--- src/rtl/pipe_stage_skid_reg.sv ---
// Purpose: parametrised pipeline stage register with a valid/ready handshake, a 2-entry skid buffer, flush-to-bubble and saturating perf counters.
// Latency: 1 cycle from acceptance (in_valid && in_ready) to out_valid; 1 entry/cycle sustained while out_ready stays high.
// Backpressure: a second entry is absorbed into the skid register; in_ready drops while both entries are held, during flush and during rst.
//
// Ports:
//   clk, rst                 clock and synchronous active-high reset
//   flush                    discard all held entries this cycle (bubble insert)
//   in_valid/in_ready        upstream handshake; in_data/in_ctrl sampled on transfer only
//   out_valid/out_ready      downstream handshake; out_data/out_ctrl come from the main register
//   stall_cnt                cycles with out_valid && !out_ready, saturating
//   flush_cnt                valid entries discarded by flush, saturating
module pipe_stage_skid_reg #(
    parameter int DATA_W     = 64,
    parameter int CTRL_W     = 12,
    parameter int CNT_W      = 16,
    parameter bit CLEAR_DATA = 1'b1
) (
    input  logic              clk,
    input  logic              rst,
    input  logic              flush,
    input  logic              in_valid,
    output logic              in_ready,
    input  logic [DATA_W-1:0] in_data,
    input  logic [CTRL_W-1:0] in_ctrl,
    output logic              out_valid,
    input  logic              out_ready,
    output logic [DATA_W-1:0] out_data,
    output logic [CTRL_W-1:0] out_ctrl,
    output logic [CNT_W-1:0]  stall_cnt,
    output logic [CNT_W-1:0]  flush_cnt
);

    typedef enum logic [1:0] {
        EMPTY = 2'd0,
        FULL  = 2'd1,
        SKID  = 2'd2
    } state_t;

    localparam logic [CNT_W-1:0] CNT_MAX = {CNT_W{1'b1}};

    state_t            state;
    logic [DATA_W-1:0] main_data;
    logic [CTRL_W-1:0] main_ctrl;
    logic [DATA_W-1:0] skid_data;
    logic [CTRL_W-1:0] skid_ctrl;

    logic              acc;
    logic              drn;
    logic [1:0]        discard;
    logic [CNT_W:0]    flush_sum;
    logic [DATA_W-1:0] data_kill;

    // Ready depends only on registered state, flush and rst so it never
    // forms a combinational path from in_valid or out_ready.
    assign in_ready  = !rst && (state != SKID) && !flush;
    assign out_valid = (state != EMPTY);
    assign out_data  = main_data;
    assign out_ctrl  = main_ctrl;

    assign acc = in_valid && in_ready;
    assign drn = out_valid && out_ready;

    // Value written into a data register when its entry is invalidated.
    assign data_kill = '0;

    // Entries lost to a flush: the skid entry always, the main entry only
    // if it is not being delivered downstream in the same cycle.
    always_comb begin
        discard = 2'd0;
        if (state == SKID) begin
            discard = discard + 2'd1;
        end
        if ((state != EMPTY) && !drn) begin
            discard = discard + 2'd1;
        end
        flush_sum = {1'b0, flush_cnt} + {{(CNT_W-1){1'b0}}, discard};
    end

    always_ff @(posedge clk) begin
        if (rst) begin
            state     <= EMPTY;
            main_data <= '0;
            main_ctrl <= '0;
            skid_data <= '0;
            skid_ctrl <= '0;
            stall_cnt <= '0;
            flush_cnt <= '0;
        end else begin
            if (out_valid && !out_ready && (stall_cnt != CNT_MAX)) begin
                stall_cnt <= stall_cnt + 1'b1;
            end

            if (flush) begin
                state     <= EMPTY;
                main_ctrl <= '0;
                skid_ctrl <= '0;
                if (CLEAR_DATA) begin
                    main_data <= data_kill;
                    skid_data <= data_kill;
                end
                flush_cnt <= flush_sum[CNT_W] ? CNT_MAX : flush_sum[CNT_W-1:0];
            end else begin
                case (state)
                    EMPTY: begin
                        if (acc) begin
                            state     <= FULL;
                            main_data <= in_data;
                            main_ctrl <= in_ctrl;
                        end
                    end
                    FULL: begin
                        if (acc && drn) begin
                            main_data <= in_data;
                            main_ctrl <= in_ctrl;
                        end else if (acc) begin
                            // Downstream stalled: park the new entry behind main.
                            state     <= SKID;
                            skid_data <= in_data;
                            skid_ctrl <= in_ctrl;
                        end else if (drn) begin
                            state     <= EMPTY;
                            main_ctrl <= '0;
                            if (CLEAR_DATA) begin
                                main_data <= data_kill;
                            end
                        end
                    end
                    SKID: begin
                        if (drn) begin
                            state     <= FULL;
                            main_data <= skid_data;
                            main_ctrl <= skid_ctrl;
                            skid_ctrl <= '0;
                            if (CLEAR_DATA) begin
                                skid_data <= data_kill;
                            end
                        end
                    end
                    default: begin
                        state <= EMPTY;
                    end
                endcase
            end
        end
    end

endmodule

--- config.mk ---
export PLATFORM = sky130hd
export DESIGN_NAME = pipe_stage_skid_reg
export DESIGN_NICKNAME = d
export VERILOG_FILES = /design/src/rtl/pipe_stage_skid_reg.sv
export SDC_FILE = /design/constraint.sdc
export NUM_CORES = 1
export LEC_CHECK = 0
export CAP_MARGIN = 5
export CORE_ASPECT_RATIO = 0.75
export CORE_MARGIN = 2
export CORE_UTILIZATION = 48
export DETAILED_ROUTE_END_ITERATION = 8
export PLACE_DENSITY = 0.81
export SETUP_SLACK_MARGIN = 0.1
export SYNTH_ARGS = -nofsm -noshare
export SYNTH_HDL_FRONTEND = slang
export SYNTH_SLANG_ARGS = --single-unit
--- constraint.sdc ---
create_clock -name clk -period 5.12 [get_ports clk]
set_input_delay 1.024 -clock clk [delete_from_list [all_inputs] [get_ports clk]]
set_output_delay 1.024 -clock clk [all_outputs]
set_load 0.005 [all_outputs]
==> out/results.ini <==
[min_path]
hp-class=flop to flop

[yosys]
yosysTopAreaCell=dfxtp_1
syn-instance-count=1269
syn-num-nets=1359
yosysSeqAreaShare=0.382
synth_edf_count=0
async_flop_share=0
synth_top_cell_area_share=0.382
syn_area_per_cell_um2=7.69
syn_area_um2=9760
yosysWarnings=0
ys.flop_type=dfxtp_1
yosys_register_bits=186
ys_types=51
ys_top_cells_by_count=dfxtp_1 (186), a21oi_1 (182), inv_1 (139), clkbuf_1 (96), nand3_1 (86)
yosysMostFrequentCell=dfxtp_1
synthTopCellsByArea=dfxtp_1 (38%), a21oi_1 (9.3%), o31a_1 (6.8%)

[layout]
area_delta_synth_final_pct=26.3
fill_cells=1707
drive_gt1_frac=0.0473
multiInputGateArea_um2=5050
area.sequential_um2=3720
final_nets=1451

[drt]
viasPerCell=5.85
drc=0
firstDrtPassIters=5
detail-route-antenna-nets=0
routedWlPerCell_um=17.0
via_count=9552
initialDrtViolationCount=1168
drt-total-wl_mm=27.7

[clocking]
cts_tree=done
cts_resized=0
clock_latency_ns=0.44
path_clk_slew_ns=0.07
cts-buffers-inserted=17
htree_levels=4
root_buffer=clkbuf_16
cts_setup_buffers=0
clock_path_buffers=2
clock-sinks=186
hold_buffers=0

[pwr]
leakage_nw=4.30
p_per_area_nw_per_um2=263
fin_total_pwr_mw=3.25
peakVddDrop_mv=0.194

[placement]
place_hpwl_mm=16.1
port_buffers=190
gp_congestion=0.866

[timing]
max_slew_margin=0.181
finalSetupViolations=0
rsz0062_at_grt=no
hold_viol=0
fin_crit_ns=4.32
final.setup.tns_ns=0
tightest_slew_ns=1.23
drv_slew=0
max_freq_mhz=232
fin_skew_ns=0.0101
period_share=0.844

[floorplan]
dieHeight_um=127
core-area_um2=20100
die_x_um=169
initial_core_util=0.486
rows=45
num_io_pins=191
dieArea_um2=21500

[status]
status=finished, final reports clean

[critical_path]
crit_fanout=13
crit_arrival_ns=4.68
cp-start-kind=input port
cp.required_ns=5.48
crit_type=input port to flop
cp_top_family=simple AND/OR/NAND/NOR gates
worst_path_largest_cell_delay_ns=0.56
cp_num_buf_inv=3
slowest_stage=nand4_1
end_kind=flop
path_cells=clkdlybuf4s50_1 -> or2_1 -> inv_1 -> ha_1 -> ha_1 -> inv_1 -> fa_1 -> nand4b_1 -> nor4b_1 -> nand4_1 -> a31oi_1

[grt]
grt_pass1_wl_mm=44.7
grt_usage=0.252
overflow=0
grt_max_degree=177
grt_pass1_vias=8593
antenna_found_initial=0

[job]
max_cap_viol_count=0

[layer usage]
metal	GRT usage	vias up	share of wire
met2	0.401	340	0.46
met5	0	-	0
met1	0.348	4470	0.45
li1	-	4707	-
met4	0.0649	0	0.016
met3	0.0567	35	0.076
[logic make-up after synthesis]
family                     share of synthesized area
DFF                                            0.382
buffers and inverters                          0.108
and+or+nand+nor                                0.259
muxes                                        0.00218
AOI/OAI and AO/OA                              0.231
xor gates and xnor gates                     0.00628
adders and majority gates                     0.0123
[sequential cells by signal (all words and copies together) (netlist names)]
name       flops
flush_cnt     16
out_ctrl      12
out_data      64
skid_ctrl     12
skid_data     64
stall_cnt     16
state          2
[placed cells by master, fill, tap and decap left out, drive strengths merged, types with 35 or more instances in the layout]
cell           count
nand4             66
nand3             86
clkdlybuf4s50    190
and3              79
o31a              76
dfxtp            186
inv              145
or3               62
nand2             35
o21ai             63
a21oi            182
[stage by stage]
stage          worst slack [ns]  cells  utilization  hold slack, ns  area, um2
3_5_place_dp              0.460   1600        0.580           0.454      11700
4_1_cts                   0.862   1632        0.613           0.463      12300
5_1_grt                   0.543   1632        0.613           0.476      12300
3_3_place_gp              0.645   1600        0.580           0.448      11700
2_1_floorplan              1.63   1269            -           0.443       9760
6_report                  0.801   1633        0.613           0.461      12300
[cell type report]
cell class,instances,area share
multi-input cells,810,0.410
repair buffers,207,0.166
clock buffers,18,0.0348
diodes,1,0.000203
well taps,258,0.0262
flip-flops and latches,186,0.302
clock inverters,14,0.0189
inverters,139,0.0423
[tightest hold or removal path: stages (launching register included)]
cell	delay, ns
dfxtp_1	0.31
nand3_1	0.06
a21oi_1	0.05
[power breakdown]
group          switching [mW]  internal (mW)  total, mW  leakage, nW
clock network           0.621          0.882       1.50        0.320
registers             0.00909           1.46       1.47         1.50
logic                   0.146          0.126      0.273         2.48
total                   0.776           2.47       3.25         4.30
[path summary, 6_finish.rpt]
| kind | slack, ns | to | cells past startpoint | from |
|---|---|---|---|---|
| max | 0.80 | flush_cnt[13]$_SDFFE_PP0P_ | 11 | out_ready |
| min | 0.46 | skid_data[17]$_SDFFE_PP0P_ | 2 | skid_data[17]$_SDFFE_PP0P_ |
| max reg2reg | 1.16 | flush_cnt[13]$_SDFFE_PP0P_ | 12 | state[1]$_SDFFE_PP0P_ |
| min reg2reg | 0.46 | skid_data[17]$_SDFFE_PP0P_ | 2 | skid_data[17]$_SDFFE_PP0P_ |
Note: power is estimated with default switching activity, not from simulation.
